===== config.mk =====
export PLATFORM = sky130hd
export DESIGN_NAME = dev_bus_arbiter
export DESIGN_NICKNAME = d
export VERILOG_FILES = /design/src/rtl/dev_bus_pkg.sv /design/src/rtl/dev_bus_arbiter_rr.sv /design/src/rtl/dev_bus_arbiter.sv
export SDC_FILE = /design/constraint.sdc
export NUM_CORES = 1
export LEC_CHECK = 0
export ABC_AREA = 1
export ABC_CLOCK_PERIOD_IN_PS = 1800
export BUFFER_PORTS_ARGS = -buffer_cell sky130_fd_sc_hd__buf_2
export CAP_MARGIN = 20
export CORE_ASPECT_RATIO = 0.9
export CORE_MARGIN = 4
export CORE_UTILIZATION = 49
export CTS_BUF_LIST = sky130_fd_sc_hd__clkbuf_4
export DETAILED_ROUTE_END_ITERATION = 10
export PLACE_DENSITY = 0.93
export SLEW_MARGIN = 25
export SYNTH_ARGS = -nofsm -noshare
export SYNTH_HDL_FRONTEND = slang
export SYNTH_SLANG_ARGS = --single-unit

===== constraint.sdc =====
create_clock -name clk -period 1.8 [get_ports clk]
set_input_delay 0.27 -clock clk [delete_from_list [all_inputs] [get_ports clk]]
set_output_delay 0.27 -clock clk [all_outputs]
set_load 0.01 [all_outputs]

===== src/rtl/dev_bus_pkg.sv =====
// Shared types and constants for the two-master peripheral bus arbiter.
// Device windows describe the bridge address map seen behind the bus port.
package dev_bus_pkg;

  typedef enum logic [1:0] {
    IDLE   = 2'd0,
    ACCESS = 2'd1,
    DONE   = 2'd2
  } state_t;

  localparam logic [31:0] DEV_TIMER_BASE = 32'h0000_7F00;
  localparam logic [31:0] DEV_OUT_BASE   = 32'h0000_7F10;
  localparam logic [31:0] DEV_IN_BASE    = 32'h0000_7F20;

  localparam logic M0 = 1'b0;
  localparam logic M1 = 1'b1;

  localparam int CNT_W = 4;

  // One-hot grant vector for a master index.
  function automatic logic [1:0] onehot_of(input logic idx);
    return (idx == M1) ? 2'b10 : 2'b01;
  endfunction

endpackage


===== src/rtl/dev_bus_arbiter_rr.sv =====
// Combinational two-way grant: a lone requester wins; on a tie the winner is
// master 0 in fixed-priority mode, otherwise the master named by rr_ptr.
module rr_arbiter2
  import dev_bus_pkg::*;
#(
  parameter int FIXED_PRIO = 0
) (
  input  logic [1:0] req,
  input  logic       rr_ptr,
  output logic [1:0] grant,
  output logic       winner
);

  always_comb begin
    winner = M0;
    grant  = 2'b00;
    case (req)
      2'b01: winner = M0;
      2'b10: winner = M1;
      2'b11: winner = (FIXED_PRIO != 0) ? M0 : rr_ptr;
      default: winner = M0;
    endcase
    if (req != 2'b00) begin
      grant = onehot_of(winner);
    end
  end

endmodule


===== src/rtl/dev_bus_arbiter.sv =====
// Two-master sequencer for the CPU-to-device bridge: arbitrates, holds each
// access for WAIT_CYCLES, captures read data and issues a one-cycle ack.
module dev_bus_arbiter
  import dev_bus_pkg::*;
#(
  parameter int WAIT_CYCLES = 1,
  parameter int FIXED_PRIO  = 0
) (
  input  logic        clk,
  input  logic        reset,
  input  logic        m0_req,
  input  logic [31:0] m0_addr,
  input  logic [31:0] m0_wdata,
  input  logic        m0_we,
  output logic        m0_ack,
  output logic [31:0] m0_rdata,
  input  logic        m1_req,
  input  logic [31:0] m1_addr,
  input  logic [31:0] m1_wdata,
  input  logic        m1_we,
  output logic        m1_ack,
  output logic [31:0] m1_rdata,
  output logic [31:0] bus_addr,
  output logic [31:0] bus_wdata,
  output logic        bus_we,
  input  logic [31:0] bus_rdata,
  output logic [1:0]  gnt
);

  localparam logic [CNT_W-1:0] CNT_LOAD = CNT_W'(WAIT_CYCLES - 1);

  state_t            state;
  state_t            state_nxt;
  logic [CNT_W-1:0]  cnt;
  logic [31:0]       lat_addr;
  logic [31:0]       lat_wdata;
  logic              lat_we;
  logic              owner;
  logic              rr_ptr;
  logic [1:0]        gnt_q;
  logic [31:0]       rdata0;
  logic [31:0]       rdata1;
  logic [1:0]        req;
  logic [1:0]        arb_grant;
  logic              arb_winner;
  logic              last_beat;

  assign req       = {m1_req, m0_req};
  assign last_beat = (state == ACCESS) && (cnt == '0);

  rr_arbiter2 #(.FIXED_PRIO(FIXED_PRIO)) u_arb (
    .req    (req),
    .rr_ptr (rr_ptr),
    .grant  (arb_grant),
    .winner (arb_winner)
  );

  always_comb begin
    state_nxt = state;
    case (state)
      IDLE:    if (req != 2'b00) state_nxt = ACCESS;
      ACCESS:  if (cnt == '0) state_nxt = DONE;
      DONE:    state_nxt = IDLE;
      default: state_nxt = IDLE;
    endcase
  end

  always_ff @(posedge clk) begin
    if (reset) begin
      state <= IDLE;
    end else begin
      state <= state_nxt;
    end
  end

  // Master inputs are only looked at in IDLE; the access in flight runs
  // entirely from the latched copies.
  always_ff @(posedge clk) begin
    if (reset) begin
      cnt       <= '0;
      lat_addr  <= '0;
      lat_wdata <= '0;
      lat_we    <= 1'b0;
      owner     <= M0;
      rr_ptr    <= M0;
      gnt_q     <= 2'b00;
      rdata0    <= '0;
      rdata1    <= '0;
    end else begin
      case (state)
        IDLE: begin
          if (req != 2'b00) begin
            owner     <= arb_winner;
            gnt_q     <= arb_grant;
            cnt       <= CNT_LOAD;
            lat_addr  <= (arb_winner == M1) ? m1_addr  : m0_addr;
            lat_wdata <= (arb_winner == M1) ? m1_wdata : m0_wdata;
            lat_we    <= (arb_winner == M1) ? m1_we    : m0_we;
          end
        end
        ACCESS: begin
          if (cnt != '0) begin
            cnt <= cnt - CNT_W'(1);
          end else if (!lat_we) begin
            if (owner == M1) rdata1 <= bus_rdata;
            else             rdata0 <= bus_rdata;
          end
        end
        DONE: begin
          rr_ptr <= ~owner;
          gnt_q  <= 2'b00;
        end
        default: ;
      endcase
    end
  end

  // Bus lines idle at zero so the bridge decodes nothing between accesses.
  assign bus_addr  = (state == ACCESS) ? lat_addr  : '0;
  assign bus_wdata = (state == ACCESS) ? lat_wdata : '0;
  assign bus_we    = last_beat && lat_we;

  assign m0_ack   = (state == DONE) && (owner == M0);
  assign m1_ack   = (state == DONE) && (owner == M1);
  assign m0_rdata = rdata0;
  assign m1_rdata = rdata1;
  assign gnt      = gnt_q;

endmodule

-- Word level (Yosys, flattened, before mapping)
Index checks and enable logic that the tools add are counted.
- register bits after elaboration: 139
- latch bits: 0
- bits in writable memories: 0
- ROM bits: 0
- output and inout bits: 133
- memories kept: 0
- add/sub/neg operators: 1
- $mul: 0
- div/mod/pow operators: 0
- $lt $le $gt $ge: 0
- eq/ne operators: 7
- shift-type cells: 0
- multiplexer cells: 15
- bitwise operators: 3
- reduce and logical (&&, ||, !) cells: 16
- operator list (cell ; number):
    $mux 32 ; 4
    $mux 2 ; 4
    $mux 4 ; 2
    $pmux 2 s2 ; 2
    $pmux 4 s2 ; 1
    $reduce_and 4->1 ; 2
    $eq 2x2->1 const B ; 3
    $reduce_and 2->1 ; 3
    $reduce_bool 2->1 ; 3
    $logic_and 1x1->1 ; 4
    $logic_not 4->1 ; 1
    $ne 2x1->1 const B ; 2
    $reduce_bool 4->1 ; 1
    $sub 4x1->4 const B ; 1
    $not 1->1 ; 3
    $reduce_and 3->1 ; 1
    $eq 2x1->1 const B ; 1
    $logic_not 2->1 ; 1
    $ne 2x2->1 const B ; 1
    $pmux 1 s2 ; 1
    $mux 1 ; 1

-- Longest topological paths before layout
- word-level depth: 5
- mapped depth: 9
- gate-level depth less buffers: 8

-- By module
A second synthesis with hierarchy kept.
- cells, all modules: 911
- area total of the unflattened synthesis: 6307.3 µm²
- modules (own cells, without submodules) (module ; instances ; cells each ; area each (µm²) ; seq. area each (µm²)):
    dev_bus_arbiter ; 1 ; 905 ; 6282.3 ; 2782.7
    rr_arbiter2 ; 1 ; 6 ; 25.0 ; 0.0

-- Worst setup path after synthesis
No wires, ideal clock.
- path kind: register to register
- start point: register cnt[0]
- end point: register rdata1[10], in the netlist m1_rdata[10]
- library setup time: 114 ps
- arrival: 1198 ps
- required time: 1686 ps
- setup slack: 488 ps
- cell stages (with the launch flop): 10
- path buffers: 1
- path through: dfxtp_1 -> inv_1 -> ha_1 -> nand2_1 -> nor2_4 -> nand2_2 -> inv_2 -> buf_4 -> nor2_1 -> nor2_1
- word-level cells in the longest chain between the ends: 3
- ends and longest elaborated chain (what ; line ; text):
    start: declaration ; dev_bus_arbiter.sv:34 ; logic [CNT_W-1:0] cnt;
    start signal: assignment ; dev_bus_arbiter.sv:103 ; cnt <= cnt - CNT_W'(1);
    $reduce_bool 4->1 ; dev_bus_arbiter.sv:102 ; if (cnt != '0) begin
    $not 1->1 (no source line) ; n/a ;
    $reduce_and 4->1 (no source line) ; n/a ;
    end signal: assignment ; dev_bus_arbiter.sv:105 ; if (owner == M1) rdata1 <= bus_rdata;
    end: declaration ; dev_bus_arbiter.sv:42 ; logic [31:0] rdata1;
Every way passes these cells.
A chain may end at the register's enable or synchronous reset.

-- Worst setup path after layout
- start point: register state[1]
- end point: output bus_wdata[31]
- word-level cells in the longest chain between the ends: 2
- ends and longest elaborated chain (what ; line ; text):
    start: declaration ; dev_bus_arbiter.sv:32 ; state_t state;
    start signal: assignment ; dev_bus_arbiter.sv:72 ; state <= state_nxt;
    $eq 2x1->1 ; dev_bus_arbiter.sv:120 ; assign bus_wdata = (state == ACCESS) ? lat_wdata : '0;
    $mux 32 ; dev_bus_arbiter.sv:120 ;
    end: declaration ; dev_bus_arbiter.sv:24 ; output logic [31:0] bus_wdata,
Every way passes these cells.

==> flow_summary.yaml <==
pwr:
  clkPwrFrac_pct: 24.4
  swShare_pct: 38.30
  power.share.sequential_pct: 40.3
  combPwrFrac_pct: 35.3
  intPower_mw: 5.723
  leakagePower_nw: 4.780
  p_switching_mw: 3.553
  ir_worst_vdd_mv: 0.5492
  power_density_nw_per_um2: 976.1
clock_network:
  tritoncts: "built"
  clock_latency_ns: 0.54
  htree_levels: 4
  clk_pin_slew_ns: 0.15
  clock-root-buffer: "clkbuf_4"
  clockBufferDepth: 2
  cts_buffers: 17
  cts.sinks: 139
die:
  core_um2: 12830
  io_pins: 299
  start_util_pct: 50.54
  fp.dieArea_um2: 15140
  die_y_um: 117.2
  die_w_um: 129.3
  num_rows: 39
sta:
  hold_ws_ns: 0.03371
  fin_skew_ns: 0.02581
  maxSlewViolCount: 0
  max_freq_ghz: 0.5440
  min_period_ns: 1.838
  period_share_pct: 102.1
  rsz0062_at_grt: "yes"
  maxSlewHeadroom_pct: 70.91
  tns_ns: -0.1869
  finalHoldViolations: 0
  tightest_slew_ns: 0.4347
  finalWorstSetupSlack_ns: -0.03834
  final-setup-viol-count: 13
routing:
  drt-total-wl_um: 23450
  drtIter0Drc: 561
  drc: 0
  ant_nets: 0
  dr.pass1.iters: 5
  vias_per_cell: 5.197
  via_count: 7556
  wl_per_cell_um: 16.13
min_path:
  hold_class: "in2reg"
placed_design:
  place_congestion: 0.8764
  numPortBuffers: 298
  dp_hpwl_um: 14310
cells_and_area:
  final_util_pct: 74.05
  fin_nets: 1442
  drive_gt1_share_pct: 33.46
  area_delta_synth_final_pct: 46.51
  fillers: 875
global_routing:
  grt_first_pass_wirelength_um: 33410
  grt_overflow_total: 0
  grt_pass1_vias: 7007
  grt_usage_pct: 27.65
  antenna_found_initial: 2
  grt_max_degree: 67
flow_run:
  cap_violations: 0
setup_path:
  path_class: "reg2out"
  cp_max_fo: 7
  max_stage_delay_ns: 0.39
  startpoint_type: "flip-flop"
  path_cells: "inv_8, buf_12, nand2_8, clkbuf_16, nor2_4, buf_6"
  worst_setup_path_end_kind: "primary output"
  required_ns: 1.53
  cp_slowest_cell: "dfxtp_4"
  arrival_ns: 1.57
yosys:
  yosys_warnings: 0
  synth_cell_types: 23
  seq_area_frac_synth_pct: 42.90
  syn_inst: 962
  syn_area_um2: 6486
  avgSynthCellArea_um2: 6.742
  syn_nets: 1129
  ys_ff_latch: 139
status:
  status: "complete, but fails checks"
  violations: "negative setup slack"
## kinds of logic (layout without fill, tap and decap cells)
logic type	count (synthesis)	in the layout	share of synthesized area, %
AO/OA/AOI/OAI	96	96	10.07
adder cells (fa/ha/maj)	1	1	0.1929
buffers and inverters	187	512	12.21
flip-flops	139	139	42.90
other	0	2	0
AND/OR/NAND/NOR	539	540	34.63
## synth_stat cells
| cell type | count | area (µm²) |
|---|---|---|
| a21oi_1 | 8 | 40.04 |
| nor2_1 | 206 | 773.2 |
| ha_1 | 1 | 12.51 |
| o21ai_2 | 1 | 8.760 |
| nor3_1 | 1 | 5.000 |
| o21ai_1 | 20 | 100.1 |
| nand2_1 | 169 | 634.4 |
| buf_2 | 33 | 165.2 |
| dfxtp_1 | 139 | 2783 |
| inv_1 | 118 | 442.9 |
| nor2_2 | 1 | 6.260 |
| nand2_2 | 3 | 18.77 |
| buf_1 | 4 | 15.01 |
| clkbuf_1 | 19 | 71.32 |
| o21bai_1 | 64 | 480.5 |
| o21ai_0 | 1 | 5.000 |
| nand3_1 | 157 | 785.8 |
| inv_2 | 3 | 11.26 |
| nor2_4 | 2 | 22.52 |
| a211oi_1 | 1 | 7.510 |
| a21boi_2 | 1 | 11.26 |
| buf_4 | 7 | 52.55 |
| buf_6 | 3 | 33.78 |
## registers in the layout (all words and copies together), names as in the netlist
name / cells
lat_addr: 32
lat_wdata: 32
m0_rdata: 32
m1_rdata: 32
cnt: 4
gnt: 2
state: 2
lat_we: 1
owner: 1
rr_ptr: 1
## repair_timing
item / in CTS / in global routing
hold endpoints to repair: 61 / 0
resized for setup: 23 / 112
hold buffers: 32 / 0
gates cloned: 1 / 6
pin swaps: 0 / 0
setup endpoints to repair: 66 / 101
buffers inserted: 1 / 5
## critical path: cells and delay by family (launching register included)
family,cells,cell delay (ns)
buffers and inverters,4,0.47
AND/OR/NAND/NOR,2,0.18
flip-flops,1,0.39
## cell type report
| type | count | area [µm²] | area share, % |
|---|---|---|---|
| well taps | 164 | 205.2 | 2.159 |
| multi-input cells | 637 | 3258 | 34.29 |
| diodes | 2 | 5.005 | 0.05267 |
| flip-flops and latches | 139 | 2790 | 29.36 |
| repair buffers | 359 | 2450 | 25.78 |
| clock inverters | 15 | 197.7 | 2.080 |
| clock buffers | 17 | 127.6 | 1.343 |
| inverters | 121 | 469.2 | 4.937 |
## metal layers
| metal | up-vias | wire (µm) | GRT usage (%) |
|---|---|---|---|
| met5 | - | 7 | 0 |
| met2 | 442 | 11760 | 49.31 |
| met1 | 3422 | 8588 | 31.38 |
| met4 | 2 | 778 | 11.48 |
| met3 | 73 | 2321 | 7.532 |
| li1 | 3617 | - | - |
## path summary, 6_finish.rpt
kind,startpoint,to,slack (ns),cells past startpoint
setup reg to reg,state[1],m0_rdata[15],0.05,10
setup / recovery,state[1],bus_wdata[31],-0.04,6
hold reg to reg,lat_wdata[21],lat_wdata[21],0.48,2
hold / removal,m1_wdata[11],lat_wdata[11],0.03,5
## per-stage QoR
step / instance area [µm²] / instances / total power, mW / setup WS [ns]
2_1_floorplan: 6486 / 962 / 5.445 / 0.4880
3_3_place_gp: 8108 / 1375 / 6.291 / 0.1861
3_5_place_dp: 8108 / 1375 / 6.367 / 0.09055
4_1_cts: 8851 / 1441 / 8.739 / -0.07177
5_1_grt: 9500 / 1453 / 9.795 / -0.1420
6_report: 9503 / 1454 / 9.276 / -0.03834
## cells in the final DEF, fill, tap and decap left out, types with 3 or more instances in the layout
| cell | n |
|---|---|
| buf_2 | 269 |
| nand2_1 | 168 |
| nor2_1 | 156 |
| nand3_1 | 156 |
| dfxtp_1 | 137 |
| inv_1 | 115 |
| o21bai_1 | 62 |
| dlygate4sd3_1 | 32 |
| nor2_4 | 30 |
| buf_6 | 28 |
| nor2_2 | 23 |
| o21ai_1 | 20 |
| clkbuf_4 | 17 |
| buf_4 | 13 |
| buf_12 | 10 |
| a21oi_1 | 8 |
| inv_6 | 7 |
| inv_8 | 5 |
| clkbuf_16 | 4 |
| inv_2 | 3 |
## power by group through the flow
stage | clock, mW | combinational [mW] | sequential (mW)
floorplan | 0 | 1.61 | 3.83
CTS | 2.29 | 2.74 | 3.71
global route | 2.44 | 3.58 | 3.77
global placement | 0 | 2.53 | 3.76
detailed placement | 0 | 2.60 | 3.77
finish | 2.26 | 3.28 | 3.74
(Power assumes the default switching activity.)
